[src/rtl/rotate_cipher_pkg.sv]
// rotate_cipher_pkg
//   Shared definitions for the rotate-cipher pipeline: legal data-width
//   range, the log2 helper used to size the key and pipeline depth, and the
//   encrypt/decrypt mode encoding carried alongside every word.
package rotate_cipher_pkg;

  // Legal range for the data word width (must also be a power of two).
  localparam int unsigned WIDTH_MIN = 4;
  localparam int unsigned WIDTH_MAX = 64;

  // Per-word transform direction: encrypt rotates left, decrypt rotates right.
  typedef enum logic {
    MODE_ENC = 1'b0,
    MODE_DEC = 1'b1
  } mode_e;

  // Ceiling log2; exact for the power-of-two widths this block accepts.
  function automatic int unsigned log2(input int unsigned value);
    int unsigned result = 0;
    for (int unsigned i = 0; i < 32; i++) begin
      if ((32'd1 << i) < value) result = i + 1;
    end
    return result;
  endfunction

endpackage

[src/rtl/rotate_cipher_pipe_rot_stage.sv]
// rot_stage
//   One register stage of the rotate pipeline. The incoming word is rotated
//   by 2^STAGE (left for encrypt, right for decrypt) when bit STAGE of its
//   key is set, then captured together with its key and mode so later
//   stages see the word's own configuration.
// Ports
//   clk, rst          clock, asynchronous active-high reset
//   valid_i, ready_o  upstream handshake
//   data_i/key_i/mode_i  word and its per-word configuration
//   valid_o, ready_i  downstream handshake
//   data_o/key_o/mode_o  registered word and configuration
module rot_stage
  import rotate_cipher_pkg::*;
#(
  parameter int unsigned WIDTH = 8,
  parameter int unsigned KEY_W = 3,
  parameter int unsigned STAGE = 0
) (
  input  logic             clk,
  input  logic             rst,
  input  logic             valid_i,
  output logic             ready_o,
  input  logic [WIDTH-1:0] data_i,
  input  logic [KEY_W-1:0] key_i,
  input  mode_e            mode_i,
  output logic             valid_o,
  input  logic             ready_i,
  output logic [WIDTH-1:0] data_o,
  output logic [KEY_W-1:0] key_o,
  output mode_e            mode_o
);

  localparam int unsigned SHIFT = 1 << STAGE;

  logic             valid_q;
  logic [WIDTH-1:0] data_q;
  logic [KEY_W-1:0] key_q;
  mode_e            mode_q;

  logic [WIDTH-1:0] rot_l;
  logic [WIDTH-1:0] rot_r;
  logic [WIDTH-1:0] data_d;

  assign rot_l = {data_i[WIDTH-1-SHIFT:0], data_i[WIDTH-1:WIDTH-SHIFT]};
  assign rot_r = {data_i[SHIFT-1:0], data_i[WIDTH-1:SHIFT]};

  always_comb begin
    data_d = data_i;
    if (key_i[STAGE]) data_d = (mode_i == MODE_DEC) ? rot_r : rot_l;
  end

  // The stage may take a new word when it is empty or its word leaves now.
  assign ready_o = !valid_q || ready_i;

  always_ff @(posedge clk or posedge rst) begin
    if (rst) begin
      valid_q <= 1'b0;
      data_q  <= '0;
      key_q   <= '0;
      mode_q  <= MODE_ENC;
    end else if (ready_o) begin
      valid_q <= valid_i;
      // Payload only changes on a real transfer so a bubble leaves it intact.
      if (valid_i) begin
        data_q <= data_d;
        key_q  <= key_i;
        mode_q <= mode_i;
      end
    end
  end

  assign valid_o = valid_q;
  assign data_o  = data_q;
  assign key_o   = key_q;
  assign mode_o  = mode_q;

endmodule

[src/rtl/rotate_cipher_pipe.sv]
// rotate_cipher_pipe
//   Valid/ready pipeline that rotates each word by a per-word key, one key
//   bit per stage (KEY_W = log2(WIDTH) stages, latency KEY_W cycles). The key
//   rolls by cfg_step after each accepted word. Configuration loads are only
//   taken while the pipeline is empty; a refused load pulses cfg_err.
// Ports
//   clk, rst                 clock, asynchronous active-high reset
//   cfg_load/key/step/decrypt  configuration request
//   cfg_err                  one-cycle pulse after a refused cfg_load
//   in_valid/in_ready/in_data   input stream
//   out_valid/out_ready/out_data output stream
//   busy                     any stage holds a word
module rotate_cipher_pipe
  import rotate_cipher_pkg::*;
#(
  parameter  int unsigned WIDTH = 8,
  localparam int unsigned KEY_W = log2(WIDTH)
) (
  input  logic             clk,
  input  logic             rst,
  input  logic             cfg_load,
  input  logic [KEY_W-1:0] cfg_key,
  input  logic [KEY_W-1:0] cfg_step,
  input  logic             cfg_decrypt,
  output logic             cfg_err,
  input  logic             in_valid,
  output logic             in_ready,
  input  logic [WIDTH-1:0] in_data,
  output logic             out_valid,
  input  logic             out_ready,
  output logic [WIDTH-1:0] out_data,
  output logic             busy
);

  // Stage interconnect; index gi feeds stage gi, index KEY_W is the output.
  logic             valid_a [0:KEY_W];
  logic             ready_a [0:KEY_W];
  logic [WIDTH-1:0] data_a  [0:KEY_W];
  logic [KEY_W-1:0] key_a   [0:KEY_W];
  mode_e            mode_a  [0:KEY_W];

  logic [KEY_W-1:0] cur_key_q;
  logic [KEY_W-1:0] cur_key_d;
  logic [KEY_W-1:0] cfg_step_q;
  mode_e            mode_q;
  logic             cfg_err_q;

  logic             in_fire;
  logic             cfg_accept;
  logic             busy_c;

  // Intake is closed during reset and whenever a config load is requested.
  assign in_ready   = !rst && ready_a[0] && !cfg_load;
  assign in_fire    = in_valid && in_ready;
  assign cfg_accept = cfg_load && !busy_c && !(out_valid && out_ready);

  assign valid_a[0]     = in_fire;
  assign data_a[0]      = in_data;
  assign key_a[0]       = cur_key_q;
  assign mode_a[0]      = mode_q;
  assign ready_a[KEY_W] = out_ready;

  for (genvar gi = 0; gi < KEY_W; gi++) begin : g_stage
    rot_stage #(
      .WIDTH (WIDTH),
      .KEY_W (KEY_W),
      .STAGE (gi)
    ) u_stage (
      .clk     (clk),
      .rst     (rst),
      .valid_i (valid_a[gi]),
      .ready_o (ready_a[gi]),
      .data_i  (data_a[gi]),
      .key_i   (key_a[gi]),
      .mode_i  (mode_a[gi]),
      .valid_o (valid_a[gi+1]),
      .ready_i (ready_a[gi+1]),
      .data_o  (data_a[gi+1]),
      .key_o   (key_a[gi+1]),
      .mode_o  (mode_a[gi+1])
    );
  end

  // The final stage's key and mode have no consumer once the word leaves.
  logic [KEY_W:0] tail_meta_unused;
  assign tail_meta_unused = {mode_a[KEY_W], key_a[KEY_W]};

  always_comb begin
    busy_c = 1'b0;
    for (int i = 1; i <= int'(KEY_W); i++) busy_c = busy_c | valid_a[i];
  end

  always_comb begin
    cur_key_d = cur_key_q;
    if (cfg_accept)   cur_key_d = cfg_key;
    else if (in_fire) cur_key_d = cur_key_q + cfg_step_q;
  end

  always_ff @(posedge clk or posedge rst) begin
    if (rst) begin
      cur_key_q  <= '0;
      cfg_step_q <= '0;
      mode_q     <= MODE_ENC;
      cfg_err_q  <= 1'b0;
    end else begin
      cur_key_q <= cur_key_d;
      cfg_err_q <= cfg_load && !cfg_accept;
      if (cfg_accept) begin
        cfg_step_q <= cfg_step;
        mode_q     <= mode_e'(cfg_decrypt);
      end
    end
  end

  assign out_valid = valid_a[KEY_W];
  assign out_data  = data_a[KEY_W];
  assign cfg_err   = cfg_err_q;
  assign busy      = busy_c;

endmodule

[config.mk]
export PLATFORM = sky130hd
export DESIGN_NAME = rotate_cipher_pipe
export DESIGN_NICKNAME = d
export VERILOG_FILES = /design/src/rtl/rotate_cipher_pkg.sv /design/src/rtl/rotate_cipher_pipe_rot_stage.sv /design/src/rtl/rotate_cipher_pipe.sv
export SDC_FILE = /design/constraint.sdc
export NUM_CORES = 1
export LEC_CHECK = 0
export BUFFER_PORTS_ARGS = -buffer_cell sky130_fd_sc_hd__buf_2
export CELL_PAD_IN_SITES_DETAIL_PLACEMENT = 0
export CELL_PAD_IN_SITES_GLOBAL_PLACEMENT = 1
export CORE_MARGIN = 4
export CORE_UTILIZATION = 40
export DETAILED_ROUTE_END_ITERATION = 16
export HOLD_SLACK_MARGIN = 0.06
export PLACE_DENSITY = 0.72
export SYNTH_ARGS = -nofsm -noshare
export SYNTH_HDL_FRONTEND = slang
export SYNTH_HIERARCHICAL = 1
export SYNTH_SLANG_ARGS = --single-unit
[constraint.sdc]
create_clock -name clk -period 3 [get_ports clk]
set_input_delay 0.3 -clock clk [delete_from_list [all_inputs] [get_ports clk]]
set_output_delay 0.3 -clock clk [all_outputs]
set_load 0.02 [all_outputs]
# After elaboration in Yosys (flattened, before gate mapping)

Cells that the tools add are included.

Add/sub/neg operators: 1
Div/mod/pow operators: 0
Reduce and logical (&&, ||, !) cells: 22
Eq/ne operators: 0
$lt $le $gt $ge: 0
Multiplexer cells: 7
Bitwise logic cells: 2
Shift operators: 0
Multipliers: 0

Operator list:

| cell              | count |
|---|---|
| $mux 8            | 5 |
| $logic_not 1->1   | 8 |
| $logic_and 1x1->1 | 7 |
| $mux 3            | 2 |
| $reduce_and 2->1  | 3 |
| $add 3x3->3       | 1 |
| $logic_or 1x1->1  | 3 |
| $or 1x1->1        | 2 |
| $reduce_bool 2->1 | 1 |

ROM bits: 0
Register bits: 42
Memories: 0
Bits in latches: 0
Bits in writable memories: 0

# Depth between registers and ports, before layout

Depth after elaboration: 9
Gate-level depth with buffers: 10
Gate-level depth less buffers: 6

# By module

Netlist, hierarchy kept.

By module, submodules not included:

| module                             | area an instance (sq um) | times used | cells each | sequential area each (sq um) |
|---|---|---|---|---|
| rot_stage (g_stage[0].u_stage ...) | 732.0                    | 2          | 57         | 325.3 |
| rot_stage (g_stage[2].u_stage)     | 658.1                    | 1          | 50         | 325.3 |
| rotate_cipher_pipe                 | 414.1                    | 1          | 33         | 200.2 |

# Least setup slack after synthesis

OpenSTA, ideal clock, no wires.

Path type: flip-flop to flip-flop
Start: register g_stage[2].u_stage.valid_q
End: register g_stage[0].u_stage.data_q[0]
Library setup time: 0.125 ns
Path slack: 0.780 ns
Path buffers: 4
Cell stages (with the launch flop): 11
Data required time: 2.875 ns
Data arrival time: 2.095 ns
Cells stage by stage: dfrtp_1 -> nand2b_4 -> buf_12 -> buf_6 -> nand2b_4 -> nand2b_4 -> nor4bb_1 -> buf_2 -> nand2_4 -> buf_6 -> mux2_4

RTL lines:

| element                | line                               | source |
|---|---|---|
| from (decl)            | rotate_cipher_pipe_rot_stage.sv:35 | `logic valid_q;` |
| from (signal assigned) | rotate_cipher_pipe_rot_stage.sv:62 | `valid_q <= valid_i;` |
| to (signal assigned)   | rotate_cipher_pipe_rot_stage.sv:65 | `data_q <= data_d;` |
| to (decl)              | rotate_cipher_pipe_rot_stage.sv:36 | `logic [WIDTH-1:0] data_q;` |

==> qor.yml <==
pwr_density_cell_nw_per_um2: 825
dieArea_um2: 6740
fin_util_pct: 45.7
crit_path_end_kind: "flop"
setup_viol: 0
antenna_found_initial: 0
maxCapViolCount: 0
first_pass_iters: 4
dr_total_vias: 1347
relSlewSlack_pct: 56.2
avgSynthCellArea_um2: 12.2
use_met1_pct: 14.7
grt_usage_pct: 11.5
hpwl_mm: 2.79
yosysWarningCount: 6
htreeDepth: 2
cts_buffer_depth: 2
grt_pass1_wl_mm: 5.98
required_ps: 3170
syn_inst: 180
path_max_fanout: 18
row_count: 26
numCtsBuffers: 5
netlist_area_um2: 2200
overflow: 0
grtUsageMet2_pct: 18.7
fmax_ghz: 0.473
area_growth_pct: 8.38
grt_use_met3_pct: 2.93
dieWidth_um: 82.1
finalWorstSetupSlack_ps: 887
drtIter0Drc: 41
num-fill-cells: 523
outcome: "finished, final reports clean"
clock_latency_ps: 280
hold_viol_final: 0
nets: 228
cts_sinks: 39
n_antenna_cell: 0
gp_congestion: 0.677
worstSetupPathType: "flop to flop"
arrival_ps: 2280
final_common_cell: "dfrtp_1"
p_leak_nw: 1.16
drive_gt1_share_pct: 33.8
tightest_slew_ps: 656
io_pins: 32
layout_common_cells: "39 x dfrtp_1, 31 x buf_2, 26 x mux2i_1"
finalCritPeriodShare_pct: 70.4
coreArea_um2: 5200
ir_worst_vdd_uv: 319
drv_slew: 0
start_kind: "flop"
fin_worst_skew_ps: 7.00
worstHoldPathType: "input pin to flop"
root_buffer: "clkbuf_8"
vias_per_cell: 4.86
grt_pass1_vias: 1302
tritoncts: "built"
tns_ps: 0
grt_max_degree: 21
grt_most_used_layer: "met2"
die_h_um: 82.1
layout_min_cycle_time_ps: 2110
ant_nets: 0
initial_utilization_pct: 42.2
rsz0062_at_grt: "no"
postRouteWirelength_mm: 3.49
wire_per_inst_um: 12.6
clkSlewWorstSetupHoldPaths_ps: 70
synth_fp_nets: 202
post-place-ws_ps: 904
r2r_slack_ps: 890
portBuffers: 31
drc_errors: 0
## layout make-up
| type | instances | area, um^2 | area share [%] |
|---|---|---|---|
| Clock buffer | 7 | 76.3 | 3.21 |
| Tap cell | 70 | 87.6 | 3.68 |
| Inverter | 5 | 18.8 | 0.789 |
| Clock inverter | 1 | 5.00 | 0.210 |
| Sequential cell | 39 | 976 | 41.0 |
| Multi-Input combinational cell | 122 | 1040 | 43.8 |
| Timing Repair Buffer | 33 | 173 | 7.26 |
## power by group
| part | internal, mW | leakage, nW | total, mW | switching (mW) |
|---|---|---|---|---|
| sequential | 0.720 | 0.454 | 0.952 | 0.232 |
| clock | 0.163 | 0.0422 | 0.331 | 0.168 |
| combinational | 0.399 | 0.662 | 0.679 | 0.281 |
## flip-flops by register name (all words and copies together), names as in the netlist
register / cells
mode_q: 1
g_stage.u_stage/data_o: 24
cur_key_q: 3
g_stage.u_stage/mode_o: 1
cfg_err: 1
g_stage.u_stage/valid_o: 3
g_stage.u_stage/key_o: 3
cfg_step_q: 3
## through the flow
| stage | total power [mW] | cell area, um^2 | instances | hold WS [ps] |
|---|---|---|---|---|
| 3_3_place_gp | 1.64 | 2290 | 268 | 315 |
| 5_1_grt | 2.11 | 2380 | 277 | 211 |
| 3_5_place_dp | 1.66 | 2290 | 268 | 312 |
| 6_report | 1.96 | 2380 | 277 | 211 |
| 4_1_cts | 1.99 | 2380 | 277 | 203 |
| 2_1_floorplan | 1.55 | 2200 | 180 | 116 |
## final timing paths
kind / from / end / cells after the start
min reg2reg: g_stage[0].u_stage/key_o[2] / g_stage[0].u_stage/key_o[2] / 1
max: g_stage[2].u_stage/valid_o / g_stage[0].u_stage/data_o[0] / 7
max in group asynchronous: rst / g_stage[0].u_stage/data_o[4] / 3
min in group asynchronous: rst / cfg_err / 3
max reg2reg: g_stage[2].u_stage/valid_o / g_stage[0].u_stage/data_o[0] / 7
min: cfg_key[2] / cur_key_q[2] / 3
## layer usage
layer	vias to the layer above	routed length, um
met4	0	52
li1	691	-
met3	7	163
met5	-	0
met2	29	1570
met1	620	1700
## repair_timing
action                    CTS  global route
hold endpoints to repair   29             0
resized for setup           0             0
setup buffers               0             0
hold buffers                1             0
## critical path, cell delays in order, from the launching register on
cell and delay (ps):
dfrtp_1 450, nand2b_4 210, nand2b_4 190, nand2b_4 170, nor4bb_1 290, buf_4 210, nand2_4 140, mux2_4 330
(Power assumes the default switching activity.)
